==> config.mk <==
export PLATFORM = sky130hd
export DESIGN_NAME = fifo_uart_drain
export DESIGN_NICKNAME = d
export VERILOG_FILES = /design/src/rtl/fifo_uart_drain.sv
export SDC_FILE = /design/constraint.sdc
export NUM_CORES = 1
export LEC_CHECK = 0
export CAP_MARGIN = 5
export CORE_MARGIN = 3
export CORE_UTILIZATION = 30
export DETAILED_ROUTE_END_ITERATION = 16
export HOLD_SLACK_MARGIN = 0.15
export PLACE_DENSITY = 0.58
export SLEW_MARGIN = 0
export SYNTH_ARGS = -nofsm -noshare
export SYNTH_HDL_FRONTEND = slang
export SYNTH_SLANG_ARGS = --single-unit
export TNS_END_PERCENT = 1
==> constraint.sdc <==
create_clock -name clk -period 2.1 [get_ports clk]
set_input_delay 0.525 -clock clk [delete_from_list [all_inputs] [get_ports clk]]
set_output_delay 0.525 -clock clk [all_outputs]
set_load 0.03 [all_outputs]
==> src/rtl/fifo_uart_drain.sv <==
// Drains a synchronous FIFO one byte at a time and sends each byte as 8N1 UART, LSB first.
// Every pop runs through IDLE -> POP -> CAPTURE so the FIFO's registered read data is
// sampled exactly one cycle after the pop strobe.
module fifo_uart_drain #(
  parameter int unsigned CLKS_PER_BIT = 434,
  parameter int unsigned CNT_W        = 16
) (
  input  logic             clk,
  input  logic             rst_n,
  input  logic             enable,
  input  logic             fifo_empty,
  input  logic [7:0]       fifo_r_data,
  output logic             fifo_rd_en,
  output logic             tx,
  output logic             busy,
  output logic [CNT_W-1:0] byte_count
);

  generate
    if (CLKS_PER_BIT < 2) begin : g_bad_baud
      $error("fifo_uart_drain: CLKS_PER_BIT must be at least 2");
    end
  endgenerate

  localparam int unsigned BAUD_W = $clog2(CLKS_PER_BIT);
  localparam logic [BAUD_W-1:0] BAUD_LAST = BAUD_W'(CLKS_PER_BIT - 1);

  typedef enum logic [2:0] {
    IDLE,
    POP,
    CAPTURE,
    START,
    DATA,
    STOP
  } state_t;

  state_t            state;
  logic [BAUD_W-1:0] baud;
  logic [2:0]        bit_idx;
  logic [7:0]        shift;
  logic              baud_done;

  assign baud_done = (baud == BAUD_LAST);

  always_ff @(posedge clk or negedge rst_n) begin
    if (!rst_n) begin
      state      <= IDLE;
      tx         <= 1'b1;
      fifo_rd_en <= 1'b0;
      busy       <= 1'b0;
      byte_count <= '0;
      baud       <= '0;
      bit_idx    <= '0;
      shift      <= '0;
    end else begin
      fifo_rd_en <= 1'b0;
      case (state)
        IDLE: begin
          tx <= 1'b1;
          if (enable && !fifo_empty) begin
            fifo_rd_en <= 1'b1;
            busy       <= 1'b1;
            state      <= POP;
          end
        end
        POP: begin
          state <= CAPTURE;
        end
        CAPTURE: begin
          shift <= fifo_r_data;
          tx    <= 1'b0;
          baud  <= '0;
          state <= START;
        end
        START: begin
          if (baud_done) begin
            baud    <= '0;
            bit_idx <= '0;
            tx      <= shift[0];
            state   <= DATA;
          end else begin
            baud <= baud + 1'b1;
          end
        end
        DATA: begin
          if (baud_done) begin
            baud <= '0;
            if (bit_idx == 3'd7) begin
              tx    <= 1'b1;
              state <= STOP;
            end else begin
              // shift right so the next bit to send is always shift[1] -> shift[0]
              bit_idx <= bit_idx + 1'b1;
              shift   <= shift >> 1;
              tx      <= shift[1];
            end
          end else begin
            baud <= baud + 1'b1;
          end
        end
        STOP: begin
          if (baud_done) begin
            baud       <= '0;
            byte_count <= byte_count + 1'b1;
            busy       <= 1'b0;
            state      <= IDLE;
          end else begin
            baud <= baud + 1'b1;
          end
        end
        default: begin
          tx    <= 1'b1;
          busy  <= 1'b0;
          baud  <= '0;
          state <= IDLE;
        end
      endcase
    end
  end

endmodule

==> results.cfg <==
[timing]
skew_ns = 0.003672
rsz0062_at_grt = no
max_slew.worst_pin.slew_ns = 0.5446
hold_viol_final = 0
min_period_ns = 2.008
max_slew_margin_pct = 63.70
fmax_mhz = 498.0
finalSetupViolCount = 0
fin_crit_sh_pct = 95.61
drv_slew = 0
tns_ns = 0

[clocking]
post_cts_buffers = 0
clk_pin_slew_worst_paths_ns = 0.08
cts_tree = yes
cts_inserted_buffers = 5
clkLatencyLatePin_ns = 0.29
htree_levels = 2
cts_hold_buf = 0
clock-sinks = 42
cts_resized = 0
clk_path_buf_depth = 2
root_buffer = clkbuf_8

[grt]
grt_pass1_vias = 1772
met1_usage_pct = 15.96
met3_usage_pct = 3.218
grt_max_degree = 43
global_route.usage.total_pct = 11.65
busiest_layer = met2
use_met2_pct = 17.99
antenna_found_initial = 0
grt_remaining_overflow = 0
grt_pass1_wl_um = 8307

[placement]
dp_hpwl_um = 3241
place_area_um2 = 2718
gp_congestion = 0.7706
io_buffers = 30

[setup_path]
crit_family = buffers and inverters
start_kind = register
worstPathRequired_ns = 1.57
cp-end-kind = primary output
max_stage_delay_ns = 0.66
crit_type = reg -> out
cp_slowest_cell = clkdlybuf4s50_1
worst-path-buf-inv = 1
worst-path-max-fanout = 2
worstPathArrival_ns = 1.48
crit_chain = clkdlybuf4s50_1

[power_and_ir_drop]
power_leakage_uw = 0.001177
ir_worst_vdd_mv = 0.3025
powerDensity_nw_per_um2 = 842.2

[synthesis]
ys_ff_latch = 42
synth_seq_area_share_pct = 45.93
synth_area_leader_cell = dfrtp_1
synth-async-reset-ratio_pct = 100.0
synth_area_um2 = 2291
synthesis.nets = 227
synth_edf_count = 0
synthDominantCellAreaShare_pct = 44.78
avgSynthCellArea_um2 = 10.91
synth.most_common_cell = dfrtp_1
ys_warn_count = 0
synthTopCellsByCount = dfrtp_1, nand2_1, xnor2_1, nor2_1
synth.area.top_cells = dfrtp_1, xnor2_1, mux2_4
yosysUniqueCellTypes = 53
synth-main-ff-cell = dfrtp_1
syn_inst = 210

[drt]
detail-route-antenna-nets = 0
vias_per_cell = 4.904
drc_errors = 0
drt_iter0_drc = 77
dr_total_vias = 1687
wl_per_cell_um = 13.27
dr.pass1.iters = 5
wirelength_um = 4566

[floorplanning]
start_util_pct = 31.25
die_w_um = 93.39
die_area_um2 = 8721
fp-row-count = 31
core_region_area_um2 = 7331
chipHeight_um = 93.39
ios = 31

[run]
maxCapViolations = 0

[final_layout]
fin_area_um2 = 2796
fillers = 734
fin_nets = 262
area_delta_synth_final_pct = 22.06
post_route_cells_drive_above_1_share_pct = 15.92
antenna_cells = 0

[worst_hold_path]
hold_path.class = in -> async

[run_status]
status = completed
==> state kept, by name, indices dropped and copies added (netlist names) <==
signal and flops:
fifo_rd_en 1, byte_count 16, baud 9, shift 8
bit_idx 3, busy 1, tx 1, state 3
==> logic make-up after synthesis <==
logic type	Yosys count	share of synthesized area [%]
AND/OR/NAND/NOR	78	20.75
flip-flops	42	45.93
AO/OA/AOI/OAI	39	12.02
multiplexers	19	10.54
XOR/XNOR	15	5.735
buffers and inverters	12	2.293
adder cells (fa/ha/maj)	5	2.731
==> layout by cell type, fill, tap and decap left out, types with 3 or more instances in the layout <==
master,netlist,routed
dfrtp_1,41,41
clkdlybuf4s50_1,0,29
nand2_1,15,15
xnor2_1,14,14
nor2_1,12,12
nand3_1,10,10
nand4_1,10,10
mux2_4,8,8
o21ai_0,7,7
a21oi_1,6,6
a22o_1,6,6
buf_4,1,6
mux2_2,5,5
ha_1,5,5
clkbuf_8,0,5
inv_1,4,4
mux2_1,4,4
a31oi_1,4,4
nand2b_1,3,3
a21o_1,3,3
nor3_1,3,3
nor4_1,3,3
o22ai_1,3,3
==> report_power, final <==
group / internal [µW] / switching, µW / leakage [µW]
Sequential: 963 / 148 / 0.000553
Combinational: 409 / 355 / 0.000580
Clock: 223 / 258 / 0.0000438
==> metal layers <==
layer / vias to the layer above / share of wire, %
met5: - / 0
met3: 6 / 5.3
met2: 38 / 45
met4: 0 / 1.1
li1: 835 / -
met1: 808 / 49
==> through the flow <==
step	std cells	hold WS (ns)	utilization, %	total power (µW)	worst slack, ns
detailed placement	337	0.4676	37.07	1891	0.1157
global placement	337	0.4609	37.07	1874	0.1533
CTS	344	0.3148	38.15	2395	0.07391
finish	344	0.2970	38.15	2355	0.09215
floorplan	210	0.2294	-	1693	0.08042
global route	344	0.3450	38.15	2535	0.01109
==> layout make-up <==
class | count | area, µm² | share of cell area [%]
clock buffer | 5 | 68.82 | 2.461
clock inverter | 2 | 10.01 | 0.3579
inverter | 4 | 15.01 | 0.5369
multi-input combinational | 156 | 1186 | 42.42
sequential | 42 | 1052 | 37.63
tap | 99 | 123.9 | 4.430
timing repair buffer | 36 | 340.3 | 12.17
==> final timing paths <==
kind,start,to,slack [ns],cells past startpoint
max reg2reg,bit_idx[0],shift[6],0.12,5
min reg2reg,byte_count[15],byte_count[15],0.47,1
max,tx,tx,0.09,1
min in group clk,byte_count[15],byte_count[15],0.47,1
max in group asynchronous,rst_n,tx,1.42,2
min,rst_n,byte_count[8],0.30,2
Note: power is estimated with default switching activity, not from simulation.
